**config.mk**
```make
export PLATFORM = sky130hd
export DESIGN_NAME = load_store_unit
export DESIGN_NICKNAME = d
export VERILOG_FILES = /design/src/rtl/load_store_unit.sv
export SDC_FILE = /design/constraint.sdc
export NUM_CORES = 1
export LEC_CHECK = 0
export CELL_PAD_IN_SITES_DETAIL_PLACEMENT = 0
export CELL_PAD_IN_SITES_GLOBAL_PLACEMENT = 1
export CORE_MARGIN = 2
export CORE_UTILIZATION = 37
export CTS_BUF_LIST = sky130_fd_sc_hd__clkbuf_8 sky130_fd_sc_hd__clkbuf_16
export CTS_CLUSTER_DIAMETER = 40
export DETAILED_ROUTE_END_ITERATION = 6
export GPL_TIMING_DRIVEN = 0
export PLACE_DENSITY_LB_ADDON = 0.1
export SYNTH_ARGS = -nofsm -noshare
export SYNTH_HDL_FRONTEND = slang
export SYNTH_SLANG_ARGS = --single-unit
```
**constraint.sdc**
```tcl
create_clock -name clk -period 2.7 [get_ports clk]
set_clock_uncertainty 0.1 [all_clocks]
set_input_delay 0.54 -clock clk [delete_from_list [all_inputs] [get_ports clk]]
set_output_delay 0.54 -clock clk [all_outputs]
set_load 0.02 [all_outputs]
```
**src/rtl/load_store_unit.sv**
```systemverilog
// load_store_unit
//   Initiator-side load/store unit between the pipeline MEM stage and a
//   word-organised data memory. Each accepted byte-addressed RV32I access
//   becomes a word index plus byte-lane strobes. The request is held until the
//   memory acknowledges, and the unit returns an extended load result or a fault.
//   A watchdog bounds every memory wait.
//
// Configuration macro:
//   LSU_MISALIGN_TRAP_EN
//     defined   : misaligned half/word accesses fault with cause 01.
//     undefined : low address bits are forced to natural alignment.
//   Undefined funct3 encodings always fault with cause 01.
//
// Ports:
//   clk, reset_n            clock, asynchronous active-low reset
//   req_valid/req_ready     pipeline request handshake
//   req_we, req_funct3      store flag, access type
//   req_addr, req_wdata     byte address, store data
//   resp_valid              one-cycle completion pulse
//   resp_rdata              load result (0 for stores and faults)
//   resp_fault/resp_cause   fault flag, cause (01 misalign, 10 timeout, 11 range)
//   mem_req/mem_we          memory request, write enable
//   mem_addr                word index
//   mem_wdata/mem_wstrb     lane-replicated store data, byte strobes
//   mem_rdata/mem_ready     read word, memory acknowledge
module load_store_unit #(
  parameter int MEM_AW         = 6,
  parameter int TIMEOUT_CYCLES = 16
) (
  input  logic              clk,
  input  logic              reset_n,
  input  logic              req_valid,
  output logic              req_ready,
  input  logic              req_we,
  input  logic [2:0]        req_funct3,
  input  logic [31:0]       req_addr,
  input  logic [31:0]       req_wdata,
  output logic              resp_valid,
  output logic [31:0]       resp_rdata,
  output logic              resp_fault,
  output logic [1:0]        resp_cause,
  output logic              mem_req,
  output logic              mem_we,
  output logic [MEM_AW-1:0] mem_addr,
  output logic [31:0]       mem_wdata,
  output logic [3:0]        mem_wstrb,
  input  logic [31:0]       mem_rdata,
  input  logic              mem_ready
);

`ifdef LSU_MISALIGN_TRAP_EN
  localparam logic TRAP_EN = 1'b1;
`else
  localparam logic TRAP_EN = 1'b0;
`endif

  typedef enum logic [1:0] {IDLE = 2'b00, REQ = 2'b01, RESP = 2'b10} state_t;

  state_t            state_r, state_s;
  logic [7:0]        cnt_r, cnt_s;
  logic [2:0]        funct3_r, funct3_s;
  logic [1:0]        lane_r, lane_s;
  logic              req_ready_r, req_ready_s;
  logic              resp_valid_r, resp_valid_s;
  logic [31:0]       resp_rdata_r, resp_rdata_s;
  logic              resp_fault_r, resp_fault_s;
  logic [1:0]        resp_cause_r, resp_cause_s;
  logic              mem_req_r, mem_req_s;
  logic              mem_we_r, mem_we_s;
  logic [MEM_AW-1:0] mem_addr_r, mem_addr_s;
  logic [31:0]       mem_wdata_r, mem_wdata_s;
  logic [3:0]        mem_wstrb_r, mem_wstrb_s;
  logic [1:0]        lo_s;

  // Encodings with no RV32I load/store meaning (unsigned stores included).
  function automatic logic f3_illegal(input logic we, input logic [2:0] f3);
    logic bad;
    bad = 1'b0;
    case (f3)
      3'b000, 3'b001, 3'b010: bad = 1'b0;
      3'b100, 3'b101:         bad = we;
      default:                bad = 1'b1;
    endcase
    return bad;
  endfunction

  function automatic logic f3_misaligned(input logic [2:0] f3, input logic [1:0] lo);
    return ((f3[1:0] == 2'b01) && lo[0]) || ((f3 == 3'b010) && (lo != 2'b00));
  endfunction

  // Natural alignment of the low address bits (no-op for aligned accesses).
  function automatic logic [1:0] align_lo(input logic [2:0] f3, input logic [1:0] lo);
    logic [1:0] r;
    case (f3[1:0])
      2'b01:   r = {lo[1], 1'b0};
      2'b10:   r = 2'b00;
      default: r = lo;
    endcase
    return r;
  endfunction

  function automatic logic [3:0] store_strb(input logic [2:0] f3, input logic [1:0] lo);
    logic [3:0] s;
    case (f3)
      3'b000:  s = 4'b0001 << lo;
      3'b001:  s = lo[1] ? 4'b1100 : 4'b0011;
      3'b010:  s = 4'b1111;
      default: s = 4'b0000;
    endcase
    return s;
  endfunction

  function automatic logic [31:0] store_data(input logic [2:0] f3, input logic [31:0] d);
    logic [31:0] r;
    case (f3)
      3'b000:  r = {4{d[7:0]}};
      3'b001:  r = {2{d[15:0]}};
      3'b010:  r = d;
      default: r = 32'h0000_0000;
    endcase
    return r;
  endfunction

  function automatic logic [31:0] load_extract(input logic [2:0] f3, input logic [1:0] lo,
                                               input logic [31:0] d);
    logic [7:0]  b;
    logic [15:0] h;
    logic [31:0] r;
    case (lo)
      2'b00:   b = d[7:0];
      2'b01:   b = d[15:8];
      2'b10:   b = d[23:16];
      2'b11:   b = d[31:24];
      default: b = 8'h00;
    endcase
    h = lo[1] ? d[31:16] : d[15:0];
    case (f3)
      3'b000:  r = {{24{b[7]}}, b};
      3'b100:  r = {24'h00_0000, b};
      3'b001:  r = {{16{h[15]}}, h};
      3'b101:  r = {16'h0000, h};
      3'b010:  r = d;
      default: r = 32'h0000_0000;
    endcase
    return r;
  endfunction

  // Next-state and next-output computation; every register holds by default.
  always_comb begin
    state_s      = state_r;
    cnt_s        = cnt_r;
    funct3_s     = funct3_r;
    lane_s       = lane_r;
    resp_valid_s = 1'b0;
    resp_rdata_s = resp_rdata_r;
    resp_fault_s = resp_fault_r;
    resp_cause_s = resp_cause_r;
    mem_req_s    = mem_req_r;
    mem_we_s     = mem_we_r;
    mem_addr_s   = mem_addr_r;
    mem_wdata_s  = mem_wdata_r;
    mem_wstrb_s  = mem_wstrb_r;
    lo_s         = align_lo(req_funct3, req_addr[1:0]);
    case (state_r)
      IDLE: begin
        if (req_valid) begin
          if (f3_illegal(req_we, req_funct3) ||
              (TRAP_EN && f3_misaligned(req_funct3, req_addr[1:0]))) begin
            state_s      = RESP;
            resp_valid_s = 1'b1;
            resp_rdata_s = 32'h0000_0000;
            resp_fault_s = 1'b1;
            resp_cause_s = 2'b01;
          end else if (req_addr[31:MEM_AW+2] != '0) begin
            state_s      = RESP;
            resp_valid_s = 1'b1;
            resp_rdata_s = 32'h0000_0000;
            resp_fault_s = 1'b1;
            resp_cause_s = 2'b11;
          end else begin
            state_s     = REQ;
            cnt_s       = 8'd0;
            funct3_s    = req_funct3;
            lane_s      = lo_s;
            mem_req_s   = 1'b1;
            mem_we_s    = req_we;
            mem_addr_s  = req_addr[MEM_AW+1:2];
            mem_wdata_s = req_we ? store_data(req_funct3, req_wdata) : 32'h0000_0000;
            mem_wstrb_s = req_we ? store_strb(req_funct3, lo_s) : 4'b0000;
          end
        end else begin
          state_s = IDLE;
        end
      end
      REQ: begin
        if (mem_ready) begin
          state_s      = RESP;
          resp_valid_s = 1'b1;
          resp_rdata_s = mem_we_r ? 32'h0000_0000 : load_extract(funct3_r, lane_r, mem_rdata);
          resp_fault_s = 1'b0;
          resp_cause_s = 2'b00;
          mem_req_s    = 1'b0;
          mem_we_s     = 1'b0;
          mem_wstrb_s  = 4'b0000;
        end else if (cnt_r == 8'(TIMEOUT_CYCLES - 1)) begin
          // Abandon the request; the memory must ignore it once mem_req drops.
          state_s      = RESP;
          resp_valid_s = 1'b1;
          resp_rdata_s = 32'h0000_0000;
          resp_fault_s = 1'b1;
          resp_cause_s = 2'b10;
          mem_req_s    = 1'b0;
          mem_we_s     = 1'b0;
          mem_wstrb_s  = 4'b0000;
        end else begin
          cnt_s = cnt_r + 8'd1;
        end
      end
      RESP: begin
        state_s = IDLE;
      end
      default: begin
        state_s   = IDLE;
        mem_req_s = 1'b0;
      end
    endcase
    req_ready_s = (state_s == IDLE);
  end

  // FSM state register.
  always_ff @(posedge clk or negedge reset_n) begin
    if (!reset_n) begin
      state_r <= IDLE;
    end else begin
      state_r <= state_s;
    end
  end

  // Registered datapath and all outputs.
  always_ff @(posedge clk or negedge reset_n) begin
    if (!reset_n) begin
      cnt_r        <= 8'd0;
      funct3_r     <= 3'b000;
      lane_r       <= 2'b00;
      req_ready_r  <= 1'b1;
      resp_valid_r <= 1'b0;
      resp_rdata_r <= 32'h0000_0000;
      resp_fault_r <= 1'b0;
      resp_cause_r <= 2'b00;
      mem_req_r    <= 1'b0;
      mem_we_r     <= 1'b0;
      mem_addr_r   <= '0;
      mem_wdata_r  <= 32'h0000_0000;
      mem_wstrb_r  <= 4'b0000;
    end else begin
      cnt_r        <= cnt_s;
      funct3_r     <= funct3_s;
      lane_r       <= lane_s;
      req_ready_r  <= req_ready_s;
      resp_valid_r <= resp_valid_s;
      resp_rdata_r <= resp_rdata_s;
      resp_fault_r <= resp_fault_s;
      resp_cause_r <= resp_cause_s;
      mem_req_r    <= mem_req_s;
      mem_we_r     <= mem_we_s;
      mem_addr_r   <= mem_addr_s;
      mem_wdata_r  <= mem_wdata_s;
      mem_wstrb_r  <= mem_wstrb_s;
    end
  end

  assign req_ready  = req_ready_r;
  assign resp_valid = resp_valid_r;
  assign resp_rdata = resp_rdata_r;
  assign resp_fault = resp_fault_r;
  assign resp_cause = resp_cause_r;
  assign mem_req    = mem_req_r;
  assign mem_we     = mem_we_r;
  assign mem_addr   = mem_addr_r;
  assign mem_wdata  = mem_wdata_r;
  assign mem_wstrb  = mem_wstrb_r;

endmodule

```
-- Yosys cells after proc, flatten, opt, wreduce, memory -nomap -nowiden
Cells that the tools add are included.
- register bits after elaboration: 96
- bits of input ports: 104
- bitwise operators: 3
- add/sub/neg operators: 1
- equality and inequality tests: 23
- mux-type cells: 65
- reduce and logical (&&, ||, !) cells: 14
- shifts and indexed selects: 1
- operators by type and width (cell ; number):
    32-bit 2-to-1 mux ; 7
    32-bit one-hot mux with 5 select lines ; 1
    32-bit one-hot mux with 3 select lines ; 1
    32-bit one-hot mux with 2 select lines ; 1
    8-bit 2-to-1 mux ; 5
    8-bit one-hot mux with 4 select lines ; 1
    4-bit 2-to-1 mux ; 7
    24-bit nonzero test ; 1
    1-bit 2-to-1 mux ; 20
    2-bit 2-to-1 mux ; 10
    16-bit 2-to-1 mux ; 1
    8-bit one-hot mux with 2 select lines ; 1
    3-bit equality test, second input constant ; 4
    2-bit one-hot mux with 2 select lines ; 3
    4-bit one-hot mux with 3 select lines ; 1
    2-bit != test, second input constant ; 5
    5-bit AND reduction ; 2
    8-bit by 1-bit adder with 8-bit output, second input constant ; 1
    2-bit equality test, second input constant ; 4
    8-bit by 4-bit equality test with 1-bit output, second input constant ; 1
    1-bit one-hot mux with 2 select lines ; 4
    4-bit one-hot mux with 2 select lines ; 1
    4-bit AND reduction ; 2
    2-bit by 1-bit equality test with 1-bit output, second input constant ; 3
    12 further kinds ; 20

-- Depth between registers and ports, before layout
Gate-level depths: netlist (run 1).
- depth after elaboration: 9
- gate-level depth with buffers: 8
- mapped depth without buffers: 6

-- Least setup slack after synthesis (run 1)
No wires, ideal clock.
- path type: in2reg
- start: input port req_funct3[0]
- end: register funct3_r[1]
- required time: 2.475 ns
- stages on the path: 7
- arrival: 2.024 ns
- slack: 0.451 ns
- path buffers: 1
- cells stage by stage: inv_1 -> ha_1 -> a2bb2oi_1 -> o211ai_1 -> nor3_2 -> buf_2 -> mux2_2
- word-level cells in the longest chain between the ends: 7
- elaborated cells on any way between the ends: 12
- classes of those cells: eq/ne: 4; mux: 3; bitwise: 1; reduce/logical: 4
- ends and longest elaborated chain (item ; RTL line ; RTL):
    start: declaration ; 35 ; input logic [2:0] req_funct3,
    3-bit by 2-bit equality test with 1-bit output, or another cell as far along ; 79 ; case (f3)
    3-bit OR reduction or 2-bit OR reduction (tied branches) ; 79 ;
    1-bit one-hot mux with 2 select lines (*) ; 79 ;
    1-bit 2-to-1 mux (*) ; 166 ; if (req_valid) begin
    1-bit 2-to-1 mux (*) ; 164 ; case (state_r)
    1-bit inverter (no line) (*) ; n/a ;
    4-bit AND reduction (no line) (*) ; n/a ;
    end signal: assignment ; 257 ; funct3_r <= funct3_s;
    end: declaration ; 61 ; logic [2:0] funct3_r, funct3_s;
Mark *: on every way between the ends. The rest lies on a longest branch, timed or not. The select of a mux whose other input is x is not followed.
A chain may end at the register's enable or synchronous reset.

-- Worst setup path in the final report (run 1)
- start: input port req_funct3[0]
- end: register lane_r[1]
- word-level cells in the longest chain between the ends: 7
- elaborated cells on any way between the ends: 15
- classes of those cells: eq/ne: 6; mux: 4; bitwise: 1; reduce/logical: 4
- ends and longest elaborated chain (item ; RTL line ; RTL):
    3-bit by 2-bit equality test with 1-bit output, or another cell as far along ; 79 ;
    3-bit OR reduction or 2-bit OR reduction (tied branches) ; 79 ;
    1-bit one-hot mux with 2 select lines ; 79 ;
    1-bit 2-to-1 mux ; 166 ;
    1-bit 2-to-1 mux ; 164 ;
    1-bit inverter (no line) ; n/a ;
    4-bit AND reduction (no line) ; n/a ;
    end signal: assignment ; 258 ; lane_r <= lane_s;
    end: declaration ; 62 ; logic [1:0] lane_r, lane_s;
Parallel ways exist; a longest one is shown, timed or not. The select of a mux whose other input is x is not followed.

==> results of run 1 <==
-- critical path, cell delays in order --
cell and delay, ns:
clkdlybuf4s50_1 0.45, inv_1 0.12, ha_2 0.26, a2bb2oi_4 0.19, o211ai_1 0.15, nor3_4 0.21
buf_4 0.18, buf_4 0.21, mux2_2 0.35
-- area by class of cell --
| class | count | share of cell area |
|---|---|---|
| Multi-Input combinational cell | 365 | 0.345 |
| Sequential cell | 96 | 0.310 |
| Timing Repair Buffer | 186 | 0.241 |
| Clock buffer | 9 | 0.0290 |
| Tap cell | 180 | 0.0290 |
| Buffer | 44 | 0.0282 |
| Clock inverter | 6 | 0.0110 |
| Inverter | 15 | 0.00725 |
-- power by group through the flow --
stage | combinational (mW) | clock [mW] | sequential (mW)
floorplan | 0.139 | 0 | 1.48
global route | 0.456 | 1.46 | 1.45
detailed placement | 0.413 | 0 | 1.48
finish | 0.423 | 1.37 | 1.45
CTS | 0.417 | 1.40 | 1.45
global placement | 0.406 | 0 | 1.48
-- synthesized netlist by cell type, types with 9 or more instances --
cell type   n  area (sq um)
dfrtp_1    95          2380
o21ai_0    50           250
nor2_1     42           158
mux2_2     40           450
a22oi_1    24           180
clkbuf_1   24          90.1
nand2_1    24          90.1
mux2i_1    23           230
o22ai_1    23           144
a211oi_1   17           128
a2bb2oi_1  17           149
inv_1      14          52.6
buf_2      12          60.1
a21oi_1     9          45.0
a31o_2      9          78.8
a31oi_1     9          56.3
-- cells by family after synthesis --
family | after synthesis | synth area share
XOR/XNOR | 5 | 0.00828
flip-flops | 96 | 0.454
buffers and inverters | 60 | 0.0492
AND/OR/NAND/NOR | 108 | 0.104
AO/OA/AOI/OAI | 182 | 0.238
adder cells (fa/ha/maj) | 4 | 0.00946
multiplexers | 66 | 0.137
-- stage by stage --
stage	cells	setup WS, ns	util	instance area [sq um]	TNS [ns]
after detailed placement	885	-0.628	0.529	7370	-41.55
after floorplan	521	0.451	-	5290	0
after global routing	901	0.00217	0.557	7760	0
after CTS	900	0.0329	0.553	7700	0
final	901	0.169	0.557	7760	0
after global placement	884	-2.68	0.527	7350	-294.04
-- state kept, by name (all words and copies together) (netlist names) --
| signal | cells |
|---|---|
| mem_wstrb | 4 |
| state_r | 2 |
| funct3_r | 3 |
| resp_valid | 1 |
| mem_we | 1 |
| resp_rdata | 32 |
| resp_fault | 1 |
| resp_cause | 2 |
| cnt_r | 8 |
| mem_req | 1 |
| lane_r | 2 |
| mem_wdata | 32 |
| req_ready | 1 |
| mem_addr | 6 |
-- per-layer routing --
metal / track usage / share of wire / up-vias
li1: - / - / 2338
met1: 0.323 / 0.45 / 2448
met2: 0.376 / 0.48 / 171
met3: 0.0650 / 0.066 / 13
met4: 0.0554 / 0.011 / 0
met5: 0 / 0 / -
-- final timing paths --
check / startpoint / endpoint / slack [ns] / cells past startpoint
max reg2reg: funct3_r[1] / resp_rdata[9] / 0.49 / 5
min: reset_n / resp_valid / 0.02 / 1
max in group asynchronous: reset_n / resp_rdata[8] / 1.79 / 2
max: req_funct3[0] / lane_r[1] / 0.17 / 9
min reg2reg: mem_addr[3] / mem_addr[3] / 0.39 / 1
min in group clk: mem_addr[3] / mem_addr[3] / 0.39 / 1
-- what timing repair did --
item | 4_1_cts | 5_1_grt
hold buffers | 0 | 0
resized for setup | 5 | 13
pin swaps | 1 | 2
setup endpoints to repair | 67 | 54
setup buffers | 0 | 2
endpoints found under the hold margin | 0 | 0
cloned | 0 | 0
==> results.cfg, run 1 <==
[pwr]
ir_drop_mv = 0.304
power.share.switching = 0.238
switching_power_uw = 772
finalPower_mw = 3.24
seqPwrFrac = 0.448
leakage_nw = 3.17
combPwrFrac = 0.130
power.density_nw_per_um2 = 418
pwr-share-clk = 0.422
intPower_mw = 2.47

[synth]
synth-seq-area-share = 0.454
yosysUniqueCellTypes = 60
syn_inst = 521
yosys_warnings = 0
synth-seq-cells = 96
syn-num-nets = 629
syn_area_per_cell_sq_um = 10.2
synth_edf_count = 0
synth_area_sq_um = 5290
async_reset_ff_frac = 1.00
ys.flop_type = dfrtp_1

[critical_path]
crit_fanout = 10
cp-end-kind = register
crit_required_ns = 2.84
crit_type = primary input to register
worst_ep_arrival_time_ns = 2.67
cp-start-kind = primary input

[floorplan]
die_area_sq_um = 15300
die_w_um = 124
initial_core_util = 0.380
die_h_um = 124
coreArea_sq_um = 13900
ios = 185
row_count = 43

[grt]
antenna_found_initial = 0
grt-ovfl-total = 0
grt_max_degree = 68
grt_pass1_vias = 4961
grt_use_total = 0.237
grt_pass1_wl_um = 27500

[timing]
relSlewSlack = 0.487
whs_ns = 0.0217
drv_slew = 0
max_freq_mhz = 395
hold_viol = 0
min_period_over_period = 0.938
grt_setup_unrepaired = false
finalCriticalPeriod_ns = 2.53
setup_viol = 0
worstMarginPinSlew_ns = 0.768

[clock_network]
htreeDepth = 3
cts_tree = built
clock_path_buffers = 2
numCtsBuffers = 9
clk-insertion-delay-late_ns = 0.35
root_buffer = clkbuf_16
clkTransAtPathRegs_ns = 0.06
cts_sinks = 96

[status]
outcome = complete, no violations

[place]
gp_congestion = 0.873
io_buffers = 183
hpwl_um = 13400

[routing]
wl_um = 17300
drt_iter0_drc = 331
wl_per_cell_um = 19.2
via_per_inst = 5.52
drcViolationCount = 0
postRouteAntennaNets = 0
firstDrtPassIters = 5
route.vias.total = 4970

[cells_and_area]
layout_common_cells = clkdlybuf4s50_1, dfrtp_1, o21ai_0
layout_commonest_cell = clkdlybuf4s50_1
nFillCells = 1288
multiInputGateArea_sq_um = 2680
drive_gt1_frac = 0.143
ff_latch_area_sq_um = 2400
n_antenna_cell = 0
area_delta_synth_final_pct = 46.7
num-nets-final = 825

[worst_hold_path]
hold_class = primary input to async pin

[run]
max-cap-violations = 0
No activity file was read; power rests on OpenSTA's default activity.
==> run 2: changes to the inputs <==
--- a/config.mk
+++ b/config.mk
@@ -8,7 +8,7 @@
 export CELL_PAD_IN_SITES_DETAIL_PLACEMENT = 0
 export CELL_PAD_IN_SITES_GLOBAL_PLACEMENT = 1
 export CORE_MARGIN = 2
-export CORE_UTILIZATION = 37
+export CORE_UTILIZATION = 34
 export CTS_BUF_LIST = sky130_fd_sc_hd__clkbuf_8 sky130_fd_sc_hd__clkbuf_16
 export CTS_CLUSTER_DIAMETER = 40
 export DETAILED_ROUTE_END_ITERATION = 6
==> constraint.sdc (replaced) <==
create_clock -name clk -period 2.5 [get_ports clk]
set_clock_uncertainty 0.1 [all_clocks]
set_input_delay 0.5 -clock clk [delete_from_list [all_inputs] [get_ports clk]]
set_output_delay 0.5 -clock clk [all_outputs]
set_load 0.02 [all_outputs]
==> run 2 against run 1 <==
Sequential power is 8% higher. Cell area up 0.26%. Non-clock buffer count is 1 lower. Final cell count increased by 0.89%. Combinational power is 10% higher. Register-to-register slack worse by 0.27 ns. Setup slack got worse by 0.091 ns. Clock power shrank 6%. Power is 2.6% higher. Die area up 8.5%. Critical path type unchanged.
==> results.cfg, run 2 (same netlist as run 1, synthesis figures left out) <==
[status]
outcome = complete, no violations

[critical_path]
cp-end-kind = register
startpoint = mem_rdata[31]
crit_fanout = 7
worst_ep_arrival_time_ns = 2.51
crit_required_ns = 2.59
crit_type = primary input to register
r2r-start = funct3_r[1]
cp-start-kind = primary input
rrSetupSlack_ns = 0.22

[pwr]
power.density_nw_per_um2 = 428
finalPower_mw = 3.33
leakage_nw = 3.19
ir_drop_mv = 0.278

[timing]
grt_setup_unrepaired = false
hold_viol = 0
tns_ns = 0
worstMarginPinSlew_ns = 0.875
whs_ns = 0.0129
drv_slew = 0
max_freq_mhz = 413
finalCriticalPeriod_ns = 2.42
worst_slack_ns = 0.0779
min_period_over_period = 0.969
setup_viol = 0
relSlewSlack = 0.415

[clock_network]
clkTransAtPathRegs_ns = 0.06
htreeDepth = 3
clk-insertion-delay-late_ns = 0.34
root_buffer = clkbuf_16
cts_sinks = 96
holdBufCountCts = 0
clock_path_buffers = 2
numCtsBuffers = 9
cts_tree = built

[place]
hpwl_um = 13700
place_inst = 893
dp_worst_setup_slack_ns = -0.782
io_buffers = 183
placed_area_sq_um = 7380
gp_congestion = 0.830

[floorplan]
die_area_sq_um = 16600
coreArea_sq_um = 15200
row_count = 45
die_h_um = 129
ios = 185
initial_core_util = 0.348
die_w_um = 129

[grt]
gr-usage-met2 = 0.340
antenna_found_initial = 0
grt_use_total = 0.220
grt-busiest-layer = met2
grt-ovfl-total = 0
grt_max_degree = 65
grt_pass1_wl_um = 28200
gr-usage-met1 = 0.308
use_met3 = 0.0511
grt_pass1_vias = 5043

[cells_and_area]
layout_commonest_cell = clkdlybuf4s50_1
drive_gt1_frac = 0.143
n_antenna_cell = 0
num-nets-final = 824
area_delta_synth_final_pct = 47.1
final_util = 0.512
stdcell_count = 909
final_cell_area_sq_um = 7780
layout_common_cells = clkdlybuf4s50_1, dfrtp_1, o21ai_0

[routing]
postRouteAntennaNets = 0
wl_per_cell_um = 19.8
firstDrtPassIters = 5
route.vias.total = 4939
via_per_inst = 5.43
drcViolationCount = 0
drt_iter0_drc = 334
wl_um = 18000

[run]
max-cap-violations = 0

[worst_hold_path]
hold_class = primary input to async pin
## run 2: cell count changes in the layout (fill, tap and decap cells not counted), sizes merged
| cell | change |
|---|---|
| dlymetal6s2s | +2 |
| clkdlybuf4s50 | -2 |
| clkinvlp | -2 |
| inv | +4 |
| bufinv | -2 |
| buf | +1 |
| clkinv | -1 |
## run 2: cell type report
cell class / instances / area, sq um
buffer: 43 / 219
clock buffer: 11 / 253
clock inverter: 5 / 20.0
fill: 1448 / 7420
inverter: 15 / 56.3
multi-input combinational: 365 / 2710
sequential: 96 / 2400
tap: 188 / 235
timing repair buffer: 186 / 1890
## run 2: report_power, final
part | switching [mW] | total, mW | leakage, nW | internal (mW)
Sequential | 0.00542 | 1.57 | 1.27 | 1.56
Clock | 0.580 | 1.29 | 0.151 | 0.714
Combinational | 0.226 | 0.466 | 1.77 | 0.240
Total | 0.811 | 3.33 | 3.19 | 2.52
## run 2: path summary, 6_finish.rpt
check / end / cells past startpoint
min: resp_valid / 1
min in group clk: mem_req / 1
max reg2reg: resp_rdata[10] / 5
max: resp_rdata[26] / 6
max in group asynchronous: mem_wdata[7] / 2
min reg2reg: mem_req / 1
## run 2: worst max-delay path, stage by stage
cell             delay, ns
clkdlybuf4s50_1       0.58
mux2_2                0.34
and3_1                0.16
clkbuf_1              0.20
a211oi_1              0.56
o22ai_1               0.17
## run 2: timing repair
item                                    4_1_cts  5_1_grt
buffers inserted                              2        0
resized for setup                            16        9
endpoints found under the setup margin       88       86
cloned                                        0        0
pin swaps                                     2        0
## run 2: metal layers
layer	vias up	routed length (um)
li1	2344	-
met1	2418	8300
met2	162	8300
met3	15	1210
met4	0	228
met5	-	0
